File: config.mk
export PLATFORM = sky130hd
export DESIGN_NAME = la_rle_capture
export DESIGN_NICKNAME = d
export VERILOG_FILES = /design/src/rtl/la_pkg.sv /design/src/rtl/la_sync_fifo.sv /design/src/rtl/la_rle_capture.sv
export SDC_FILE = /design/constraint.sdc
export NUM_CORES = 1
export LEC_CHECK = 0
export BUFFER_PORTS_ARGS = -buffer_cell sky130_fd_sc_hd__buf_2
export CAP_MARGIN = 20
export CORE_UTILIZATION = 40
export CTS_CLUSTER_SIZE = 10
export DETAILED_ROUTE_END_ITERATION = 12
export PLACE_DENSITY = 0.53
export SYNTH_ARGS = -nofsm -noshare
export SYNTH_HDL_FRONTEND = slang
export SYNTH_SLANG_ARGS = --single-unit
File: constraint.sdc
create_clock -name axis_clk -period 6.6 [get_ports axis_clk]
set_input_delay 0.99 -clock axis_clk [delete_from_list [all_inputs] [get_ports axis_clk]]
set_output_delay 0.99 -clock axis_clk [all_outputs]
set_load 0.01 [all_outputs]
File: src/rtl/la_pkg.sv
// Shared types and constants for the run-length logic-analyser capture.
// Imported by the capture top and its record FIFO.
package la_pkg;

    typedef enum logic [1:0] {
        IDLE    = 2'd0,
        ARMED   = 2'd1,
        CAPTURE = 2'd2
    } la_state_e;

    localparam int TUSER_OVF   = 0;
    localparam int TUSER_FIRST = 1;
    localparam int MARKER_CNT  = 0;

endpackage

File: src/rtl/la_sync_fifo.sv
// Single-clock show-ahead FIFO holding finished capture records.
// Head word is visible on rd_data whenever empty is low.
module la_sync_fifo
    import la_pkg::*;
#(
    parameter int pWIDTH = 34,
    parameter int pDEPTH = 16,
    localparam int AW = $clog2(pDEPTH)
) (
    input  logic              axis_clk,
    input  logic              axis_rst,
    input  logic              clr,
    input  logic              push,
    input  logic [pWIDTH-1:0] wr_data,
    input  logic              pop,
    output logic [pWIDTH-1:0] rd_data,
    output logic              full,
    output logic              empty,
    output logic [AW:0]       level
);

    logic [pWIDTH-1:0] mem [pDEPTH];
    logic [AW:0]       wr_ptr;
    logic [AW:0]       rd_ptr;
    logic              do_push;
    logic              do_pop;

    assign level   = wr_ptr - rd_ptr;
    assign empty   = (level == '0);
    assign full    = (level == (AW+1)'(pDEPTH));
    assign do_pop  = pop && !empty;
    assign do_push = push && (!full || do_pop);
    assign rd_data = mem[rd_ptr[AW-1:0]];

    // Pointer advance; a clear drops every stored record at once.
    always_ff @(posedge axis_clk) begin
        if (axis_rst || clr) begin
            wr_ptr <= '0;
            rd_ptr <= '0;
        end else begin
            if (do_push) wr_ptr <= wr_ptr + (AW+1)'(1);
            if (do_pop)  rd_ptr <= rd_ptr + (AW+1)'(1);
        end
    end

    // Record storage, written only on an accepted push.
    always_ff @(posedge axis_clk) begin
        if (do_push) mem[wr_ptr[AW-1:0]] <= wr_data;
    end

endmodule

File: src/rtl/la_rle_capture.sv
// Logic-analyser front end: run-length encodes masked probe samples
// into {count, signal} records and streams them out over AXI-Stream.
module la_rle_capture
    import la_pkg::*;
#(
    parameter int pSIG_WIDTH  = 24,
    parameter int pCNT_WIDTH  = 8,
    parameter int pFIFO_DEPTH = 16,
    localparam int LW = $clog2(pFIFO_DEPTH) + 1,
    localparam int DW = pCNT_WIDTH + pSIG_WIDTH,
    localparam int KW = DW / 8
) (
    input  logic                  axis_clk,
    input  logic                  axis_rst,
    input  logic [pSIG_WIDTH-1:0] la_data,
    input  logic [pSIG_WIDTH-1:0] la_mask,
    input  logic                  la_enable,
    input  logic                  trig_mode,
    input  logic [pSIG_WIDTH-1:0] trig_mask,
    input  logic [pSIG_WIDTH-1:0] trig_value,
    input  logic [LW-1:0]         hi_thresh,
    input  logic [LW-1:0]         lo_thresh,
    output logic [DW-1:0]         m_tdata,
    output logic                  m_tvalid,
    output logic                  m_tlast,
    output logic [1:0]            m_tuser,
    output logic [KW-1:0]         m_tstrb,
    output logic [KW-1:0]         m_tkeep,
    input  logic                  m_tready,
    output logic                  la_hpri_req,
    output logic [LW-1:0]         fifo_level,
    output logic [15:0]           drop_cnt
);

    localparam int FW = DW + 2;
    localparam logic [pCNT_WIDTH-1:0] CNT_MAX = '1;

    la_state_e state;
    la_state_e state_nxt;
    logic      trig_hit;
    logic      cap_en;

    logic [pSIG_WIDTH-1:0] sample;
    logic [pSIG_WIDTH-1:0] cur;
    logic [pCNT_WIDTH-1:0] cnt;
    logic                  run_vld;
    logic                  ovf_pend;
    logic                  first_pend;

    logic          emit;
    logic          pop;
    logic          can_push;
    logic          send_mark;
    logic          push_rec;
    logic          drop;
    logic          push;
    logic [1:0]    push_user;
    logic [FW-1:0] push_word;
    logic [FW-1:0] head;
    logic          fifo_full;
    logic          fifo_empty;

    assign trig_hit = ((la_data & trig_mask) == (trig_value & trig_mask));
    assign sample   = la_data & la_mask;

    // Capture state register.
    always_ff @(posedge axis_clk) begin
        if (axis_rst) state <= IDLE;
        else          state <= state_nxt;
    end

    // Next state: enable low always returns to IDLE.
    always_comb begin
        state_nxt = state;
        if (!la_enable) begin
            state_nxt = IDLE;
        end else begin
            unique case (state)
                IDLE:    state_nxt = trig_mode ? ARMED : CAPTURE;
                ARMED:   if (trig_hit) state_nxt = CAPTURE;
                CAPTURE: state_nxt = CAPTURE;
                default: state_nxt = IDLE;
            endcase
        end
    end

    // Sampling is live only while capturing and still enabled.
    always_comb begin
        cap_en = la_enable && (state == CAPTURE);
    end

    assign emit      = cap_en && run_vld
                     && ((sample != cur) || (cnt == CNT_MAX));
    assign pop       = m_tvalid && m_tready;
    assign can_push  = !fifo_full || pop;
    assign send_mark = cap_en && ovf_pend && can_push;
    assign push_rec  = emit && !ovf_pend && can_push;
    assign drop      = emit && !push_rec;
    assign push      = send_mark || push_rec;

    // Record word: the overflow marker replaces the run count with zero.
    always_comb begin
        push_user              = '0;
        push_user[TUSER_OVF]   = send_mark;
        push_user[TUSER_FIRST] = first_pend;
        push_word = {push_user,
                     send_mark ? pCNT_WIDTH'(MARKER_CNT) : cnt,
                     cur};
    end

    // Run tracking, overflow bookkeeping and drain-request hysteresis.
    always_ff @(posedge axis_clk) begin
        if (axis_rst || !la_enable) begin
            cur         <= '0;
            cnt         <= '0;
            run_vld     <= 1'b0;
            ovf_pend    <= 1'b0;
            first_pend  <= 1'b0;
            drop_cnt    <= '0;
            la_hpri_req <= 1'b0;
        end else begin
            if (cap_en && !run_vld) begin
                cur        <= sample;
                cnt        <= pCNT_WIDTH'(1);
                run_vld    <= 1'b1;
                first_pend <= 1'b1;
            end else if (emit) begin
                cur <= sample;
                cnt <= pCNT_WIDTH'(1);
            end else if (cap_en) begin
                cnt <= cnt + pCNT_WIDTH'(1);
            end
            if (push) first_pend <= 1'b0;
            if (send_mark)  ovf_pend <= 1'b0;
            else if (drop)  ovf_pend <= 1'b1;
            if (drop && (drop_cnt != 16'hFFFF)) drop_cnt <= drop_cnt + 16'd1;
            if (fifo_level >= hi_thresh)      la_hpri_req <= 1'b1;
            else if (fifo_level <= lo_thresh) la_hpri_req <= 1'b0;
        end
    end

    la_sync_fifo #(
        .pWIDTH (FW),
        .pDEPTH (pFIFO_DEPTH)
    ) u_fifo (
        .axis_clk (axis_clk),
        .axis_rst (axis_rst),
        .clr      (!la_enable),
        .push     (push),
        .wr_data  (push_word),
        .pop      (pop),
        .rd_data  (head),
        .full     (fifo_full),
        .empty    (fifo_empty),
        .level    (fifo_level)
    );

    assign m_tvalid = !fifo_empty;
    assign m_tdata  = m_tvalid ? head[DW-1:0] : '0;
    assign m_tuser  = m_tvalid ? head[FW-1:DW] : 2'b00;
    assign m_tlast  = (fifo_level == LW'(1));
    assign m_tstrb  = '1;
    assign m_tkeep  = '1;

endmodule
==> results of run 1 <==
[area by class of cell]
type                       instances  share of cell area [%]
antenna                            1                 0.00864
clock buffer                     115                    6.85
clock inverter                     6                   0.242
inverter                          26                   0.337
multi-input combinational        634                    23.9
sequential                       612                    61.1
tap                              837                    3.62
timing repair buffer             199                    3.92
[kinds of logic after synthesis]
family | Yosys count | share of synthesized area, %
flops | 612 | 71.1
simple gates | 269 | 5.85
mux | 176 | 15.6
compound gates | 105 | 2.63
buf+inv | 97 | 1.67
xor+xnor | 50 | 1.76
fa+ha+maj | 26 | 1.34
other cells | 1 | 0.0151
[worst max-delay path, stage by stage, from the launching register on]
cell and delay (ps):
dfxtp_1 360, inv_1 140, ha_1 180, inv_1 50
fa_1 400, xor2_1 250, a2111oi_0 600, o221a_2 750
buf_4 390, nor2b_1 140, buf_2 160
[cell usage after synthesis (all sizes together) (3+ instances only)]
master  number
edfxtp     544
mux4       170
dfxtp       68
nand2       56
nor2        51
clkbuf      47
nand4       39
nor2b       39
a21oi       35
xor2        35
o21ai       28
inv         26
ha          25
and3        24
buf         24
xnor2       15
and2        14
a22oi       12
nand2b      11
nor3        10
o22ai        9
nand3        8
mux2i        6
a41o         4
nor4         4
a31o         3
a31oi        3
and4         3
o31ai        3
or4          3
[routing by layer]
layer / GRT usage [%] / part of all wire, %
met5: 0 / 0
met2: 30.1 / 48
met1: 26.1 / 44
met3: 3.52 / 5.4
met4: 6.20 / 2.3
[state kept, by name, indices dropped and copies added (netlist names), 2 cells and up, named ones only]
signal	flops
cur	24
u_fifo.mem	544
cnt	8
drop_cnt	16
state	2
u_fifo.rd_ptr	5
u_fifo.wr_ptr	5
[report_power, final]
part           total (mW)  switching (mW)  internal (mW)
clock network        3.53            1.45           2.09
registers            4.17         0.00679           4.16
logic               0.128          0.0733         0.0543
total                7.83            1.53           6.30
[cell usage in the layout (no fill, tap or decap), types with 4 or more instances in the layout]
cell	count
mux4_2	170
conb_1	8
and2_1	14
nor2_4	11
clkbuf_16	73
o22ai_1	9
nor2_1	40
nand2b_1	10
buf_4	26
xnor2_1	15
inv_1	25
xor2_1	35
mux2i_1	6
ha_1	25
inv_6	4
nor2b_1	38
o21ai_0	28
nand3_1	8
nand4_1	39
nand2_1	56
a41o_1	4
buf_2	168
a21oi_1	33
a22oi_1	12
nor3_2	6
nor3_1	4
and3_1	24
dfxtp_1	64
edfxtp_1	544
clkbuf_1	42
buf_12	5
[worst max path at each step]
stage | from | endpoint | slack (ps) | cells past startpoint
finish | u_fifo.wr_ptr[0]$_SDFFE_PP0P_ | m_tdata[4] | 1580 | 10
global route | u_fifo.wr_ptr[0]$_SDFFE_PP0P_ | m_tdata[4] | 1290 | 10
CTS | u_fifo.wr_ptr[0]$_SDFFE_PP0P_ | m_tdata[4] | 1430 | 10
detailed placement | la_data[13] | u_fifo.mem[14][15]$_DFFE_PP_ | 1940 | 10
global placement | la_data[13] | u_fifo.mem[7][9]$_DFFE_PP_ | 1920 | 10
floorplan | u_fifo.wr_ptr[0]$_SDFFE_PP0P_ | u_fifo.mem[3][0]$_DFFE_PP_ | 1250 | 10
[stage by stage]
step | setup WS [ps] | std cells | hold slack [ps] | utilization [%]
final | 1580 | 2430 | 481 | 47.0
after floorplan | 1250 | 1343 | 458 | -
after CTS | 1430 | 2428 | 484 | 47.0
after global placement | 1920 | 2306 | 474 | 43.6
after global routing | 1290 | 2429 | 514 | 47.0
after detailed placement | 1940 | 2307 | 477 | 43.6
==> metrics.log, run 1 <==
[metrics] Clock Tree Root: clkbuf_16
[metrics] share of post-route cells with drive strength above 1: 30.3%
[metrics] summed instance area of the synthesized netlist: 24900 um2
[metrics] antenna violations before repair: 2
[metrics] iteration count of the initial detailed-routing pass: 5
[metrics] number of primary I/O pins: 177
[metrics] hold buffers post-CTS: 0
[metrics] shortest period the worst path allows: 5020 ps
[metrics] timing-limited maximum frequency: 199 MHz
[metrics] count of input and output buffers: 168
[metrics] growth of design area from synthesis to finish: 16.4%
[metrics] full die area: 63200 um2
[metrics] Clock transition at path regs: 50 ps
[metrics] pin count of the biggest net entering global routing: 101
[metrics] cell leakage power: 9.18 nW
[metrics] CTS max path bufs: 3
[metrics] power density over the cells: 270 nW/um2
[metrics] clock tree from TritonCTS: yes
[metrics] instance area at placement: 26900 um2
[metrics] Synth Area per Inst: 18.6 um2
[metrics] Final ANT Viol Nets: 0
[metrics] initial detailed-routing violation count: 1010
[metrics] Clk Latency, worst-skew pair: 590 ps
[metrics] Worst Path Max Fanout: 21
[metrics] setup violation total in the final timing report: 0
[metrics] share of the synthesized area in the top cell type: 65.6%
[metrics] R2R Setup Slk: 2140 ps
[metrics] post-detailed-route DRC marker count: 0
[metrics] setup TNS: 0 ps
[metrics] worst vdd rail ir drop: 0.193 mV
[metrics] Layout fillers: 5234
[metrics] grt total ovfl: 0
[metrics] number of global-route vias before repair: 13.5k
[metrics] status: complete, no violations
[metrics] global-route wire length before repair: 87300 um
[metrics] #FFs+latches synth: 612
[metrics] cell taking the most area after synthesis: edfxtp_1
[metrics] Reg2Reg Depth: 11
[metrics] Least-Margin Pin Slew: 944 ps
[metrics] H-tree level count: 3
[metrics] # nets final: 1682
[metrics] number of buffers created by CTS: 72
[metrics] kind of critical path: reg -> out
[metrics] post-synth cell types: 54
[metrics] post-synthesis instance total: 1336
[metrics] Vias/cell: 5.35
[metrics] startpoint type of the worst setup path: flip-flop
[metrics] worst hold path class: reg -> reg
[metrics] CTS resizes: 0
[metrics] hold path depth: 2
[metrics] Slew Limit Headroom: 37.0%
[metrics] Required @ worst endpoint: 5610 ps
[metrics] design area: 29000 um2
[metrics] Core Area: 61600 um2
[metrics] area of the multi-input gates: 6920 um2
[metrics] critical path arrival: 4030 ps
[metrics] RSZ-0062 raised after global routing: no
[metrics] max-capacitance violation count: 0
[metrics] effective utilization at floorplan: 40.4%
[metrics] Die Y: 251 um
[metrics] number of warnings printed during yosys synthesis: 0
[metrics] Area contributors post-synth: edfxtp_1 66%, mux4_2 15%, dfxtp_1 5.5%
[metrics] final-report hold violation count: 0
[metrics] power after layout: 7.83 mW
[metrics] part of the cycle the worst path needs: 76.0%
[metrics] launch instance of the worst register-to-register path: u_fifo.wr_ptr[0]$_SDFFE_PP0P_
[metrics] worst-case clock skew: 18.0 ps
[metrics] Std-Cell Rows: 91
[metrics] CP Capture Type: primary output
[metrics] Num Clock Sinks: 612
[metrics] number of flops mapped to enable cells by yosys: 544
[metrics] most instantiated flip-flop cell in the synthesis netlist: edfxtp_1
[metrics] global placer's final weighted congestion: 0.838
[metrics] hold wc startpoint: la_hpri_req$_SDFFE_PP0P_
[metrics] sequential area share after synthesis: 71.1%
[metrics] Post CTS Setup Buffer Count: 0
[metrics] average wire per cell in the routed design: 23.9 um
[metrics] hpwl dp: 35700 um
[metrics] register cell area after layout: 17700 um2
[metrics] count of vias placed by the detailed router: 13.0k
[metrics] DIE WIDTH: 251 um
[metrics] overall routed net length: 58000 um
[metrics] Reg-to-Reg End: u_fifo.mem[5][29]$_DFFE_PP_
[metrics] Max Transition Viols Final: 0
[metrics] sink of the worst hold path: la_hpri_req$_SDFFE_PP0P_
[metrics] total global-route track usage: 18.8%
[metrics] post-synthesis async set-or-reset flop share: 0%
No activity file was read; power rests on OpenSTA's default activity.
==> run 2, diff against run 1 <==
--- a/config.mk
+++ b/config.mk
@@ -5,12 +5,13 @@
 export SDC_FILE = /design/constraint.sdc
 export NUM_CORES = 1
 export LEC_CHECK = 0
+export ABC_AREA = 1
 export BUFFER_PORTS_ARGS = -buffer_cell sky130_fd_sc_hd__buf_2
 export CAP_MARGIN = 20
 export CORE_UTILIZATION = 40
 export CTS_CLUSTER_SIZE = 10
 export DETAILED_ROUTE_END_ITERATION = 12
-export PLACE_DENSITY = 0.53
+export PLACE_DENSITY = 0.55
 export SYNTH_ARGS = -nofsm -noshare
 export SYNTH_HDL_FRONTEND = slang
 export SYNTH_SLANG_ARGS = --single-unit
==> constraint.sdc (replaced) <==
create_clock -name axis_clk -period 4.19 [get_ports axis_clk]
set_input_delay 0.6285 -clock axis_clk [delete_from_list [all_inputs] [get_ports axis_clk]]
set_output_delay 0.6285 -clock axis_clk [all_outputs]
set_load 0.01 [all_outputs]
==> run 2 against run 1 <==
Via count is 39% higher. Synthesized cell count increased by 76%. Final cell count increased by 42%. Utilization decreased by 0.17 points. Critical path depth is 2 higher. Setup slack got worse by 1300 ps. Sequential cell count stayed put. Largest cell class unchanged.
==> metrics.log, run 2 <==
[metrics] setup violation total in the final timing report: 0
[metrics] hpwl dp: 43900 um
[metrics] count of input and output buffers: 168
[metrics] initial detailed-routing violation count: 1480
[metrics] leading cell type by number of instances after synthesis: edfxtp_1
[metrics] total global-route track usage: 20.8%
[metrics] CTS resizes: 0
[metrics] launch instance of the worst register-to-register path: u_fifo.wr_ptr[0]$_SDFFE_PP0P_
[metrics] number of global-route vias before repair: 17.8k
[metrics] shortest period the worst path allows: 3910 ps
[metrics] growth of design area from synthesis to finish: 15.2%
[metrics] timing-limited maximum frequency: 255 MHz
[metrics] full die area: 68200 um2
[metrics] Clock transition at path regs: 50 ps
[metrics] register cell area after layout: 17700 um2
[metrics] number of warnings printed during yosys synthesis: 0
[metrics] cell leakage power: 11.3 nW
[metrics] kind of critical path: reg -> out
[metrics] Synth Area per Inst: 11.4 um2
[metrics] setup TNS: 0 ps
[metrics] Net Sw Power: 3.39 mW
[metrics] Vias/cell: 5.25
[metrics] number of buffers created by CTS: 71
[metrics] DIE WIDTH: 261 um
[metrics] critical path arrival: 3290 ps
[metrics] hold wc startpoint: la_mask[14]
[metrics] overall routed net length: 70200 um
[metrics] Slew Limit Headroom: 38.4%
[metrics] global placer's final weighted congestion: 0.833
[metrics] R2R Setup Slk: 670 ps
[metrics] Least-Margin Pin Slew: 924 ps
[metrics] average wire per cell in the routed design: 20.3 um
[metrics] power density over the cells: 444 nW/um2
[metrics] iteration count of the initial detailed-routing pass: 7
[metrics] startpoint type of the worst setup path: flip-flop
[metrics] Reg-to-Reg End: u_fifo.mem[12][12]$_DFFE_PP_
[metrics] sink of the worst hold path: cur[14]$_SDFFE_PP0P_
[metrics] Required @ worst endpoint: 3560 ps
[metrics] CTS max path bufs: 3
[metrics] Num Clock Sinks: 612
[metrics] Clock Tree Root: clkbuf_16
[metrics] hold path depth: 3
[metrics] fraction of power consumed by sequential logic: 48.3%
[metrics] Worst Path Max Fanout: 13
[metrics] clock tree from TritonCTS: yes
[metrics] # nets final: 2695
[metrics] area fraction in compound gates after synthesis: 10.6%
[metrics] final-report hold violation count: 0
[metrics] post-synth cell types: 49
[metrics] max-capacitance violation count: 0
[metrics] Area contributors post-synth: edfxtp_1 61%, dfxtp_1 5.1%, nand2_1 4.4%
[metrics] summed instance area of the synthesized netlist: 26900 um2
[metrics] Die Y: 261 um
[metrics] worst vdd rail ir drop: 0.265 mV
[metrics] share of the synthesized area in the top cell type: 60.8%
[metrics] post-detailed-route DRC marker count: 0
[metrics] count of vias placed by the detailed router: 18.1k
[metrics] Max Transition Viols Final: 0
[metrics] mux share of post-synthesis cell area: 4.38%
[metrics] worst-case clock skew: 19.4 ps
[metrics] combinational fraction of design power: 11.9%
[metrics] power after layout: 13.8 mW
[metrics] commonest non-fill, non-tap cell in the layout: edfxtp_1
[metrics] Std-Cell Rows: 94
[metrics] Clock power frac: 39.8%
[metrics] CP Capture Type: primary output
[metrics] worst hold path class: in -> reg
[metrics] number of flops mapped to enable cells by yosys: 544
[metrics] Post CTS Setup Buffer Count: 0
[metrics] Layout fillers: 6032
[metrics] cell taking the most area after synthesis: edfxtp_1
[metrics] area share of and/or/nand/nor cells after synthesis: 11.0%
[metrics] flip-flop count of the largest register after layout: 544
[metrics] #FFs+latches synth: 612
[metrics] area of the multi-input gates: 7710 um2
[metrics] xor/xnor share of the synthesized area: 0.815%
[metrics] pin count of the biggest net entering global routing: 98
[metrics] grt total ovfl: 0
[metrics] H-tree level count: 3
[metrics] commonest cells after routing, fill and taps aside: 544 x edfxtp_1, 318 x nand2_1, 238 x inv_1
[metrics] most instantiated flip-flop cell in the synthesis netlist: edfxtp_1
[metrics] final worst slack: 276 ps
[metrics] share of post-route cells with drive strength above 1: 16.6%
[metrics] post-synthesis async set-or-reset flop share: 0%
[metrics] part of the cycle the worst path needs: 93.4%
[metrics] post-synthesis adder-cell area fraction: 1.24%
[metrics] global-route wire length before repair: 107000 um
[metrics] antenna violations before repair: 1
[metrics] cell internal power dissipation: 10.4 mW
[metrics] switching power share of the total: 24.7%
[metrics] pre-CTS worst setup slack: 656 ps
[metrics] hold buffers post-CTS: 0
[metrics] RSZ-0062 raised after global routing: no
[metrics] top cells by instance count after synthesis: 544 x edfxtp_1, 318 x nand2_1, 238 x inv_1
[metrics] Core Area: 66100 um2
[metrics] largest family of logic cells by synthesized area: simple AND/OR/NAND/NOR gates
[metrics] Clk Latency, worst-skew pair: 600 ps
[metrics] minimum hold slack: 276 ps
[metrics] Final ANT Viol Nets: 0
[metrics] Reg2Reg Depth: 13
[metrics] sequential area share after synthesis: 65.8%
[metrics] post-synthesis instance total: 2357
[metrics] number of primary I/O pins: 177
[metrics] status: complete, no violations
[metrics] effective utilization at floorplan: 40.7%
==> run 2: cell count changes in the layout (fill, tap and decap cells not counted), sizes merged, moves of 17 or more <==
cell | previous run | this run
a21oi | 35 | 226
a31oi | 3 | 61
and3 | 24 | 0
buf | 199 | 242
clkbuf | 115 | 98
inv | 30 | 254
mux2i | 6 | 104
mux4 | 170 | 0
nand2 | 56 | 336
nand3 | 8 | 107
nor2 | 51 | 141
nor2b | 39 | 0
nor3 | 10 | 34
o21ai | 28 | 234
==> run 2: cell type report <==
class / instances / area share, %
repair buffers: 242 / 4.91
clock inverters: 3 / 0.109
well taps: 864 / 3.49
multi-input cells: 1378 / 24.9
inverters: 253 / 3.09
clock buffers: 98 / 6.30
flip-flops and latches: 612 / 57.2
diodes: 2 / 0.0162
==> run 2: logic make-up after synthesis <==
group / count (synthesis)
multiplexers: 116
adder cells (fa/ha/maj): 26
XOR/XNOR: 25
buffers and inverters: 374
flip-flops: 612
AND/OR/NAND/NOR: 664
AO/OA/AOI/OAI: 539
other: 1
==> run 2: worst max-delay path, cell delays in order (launching register included) <==
cell     delay [ps]
dfxtp_1         410
inv_1           110
ha_1            190
inv_1            90
fa_1            510
nor2_1          180
nand4_2         180
nor2_4          240
buf_4           300
inv_2           160
nand2_1         110
a21oi_1          50
buf_2           170
==> run 2: how the worst max path moves through the flow <==
stage,startpoint,end
detailed placement,u_fifo.wr_ptr[0]$_SDFFE_PP0P_,u_fifo.mem[12][8]$_DFFE_PP_
CTS,u_fifo.wr_ptr[0]$_SDFFE_PP0P_,m_tdata[1]
finish,u_fifo.wr_ptr[0]$_SDFFE_PP0P_,m_tdata[20]
floorplan,u_fifo.wr_ptr[0]$_SDFFE_PP0P_,u_fifo.mem[0][0]$_DFFE_PP_
global placement,u_fifo.wr_ptr[0]$_SDFFE_PP0P_,u_fifo.mem[12][12]$_DFFE_PP_
global route,u_fifo.wr_ptr[0]$_SDFFE_PP0P_,m_tdata[20]
==> run 2: power by group through the flow <==
stage	logic (mW)	registers [mW]	clock network [mW]
detailed placement	1.64	6.78	0
floorplan	1.06	6.73	0
global route	1.79	6.65	5.82
finish	1.63	6.65	5.47
global placement	1.62	6.77	0
CTS	1.64	6.65	5.59
==> run 2: metrics by stage <==
stage,area [um2],instances,util [%]
final,31000,3452,46.9
after global routing,31000,3451,46.9
after CTS,31000,3450,46.8
after detailed placement,29000,3349,43.8
after global placement,29000,3349,43.8
after floorplan,26900,2364,-
==> run 2: metal layers <==
layer  vias up  global-route usage [%]  part of all wire, %
li1       8695                       -                    -
met1      8799                    28.8                   45
met2       544                    33.4                   47
met3        89                    3.33                  5.6
met4         0                    6.98                  2.4
met5         -                       0                    0
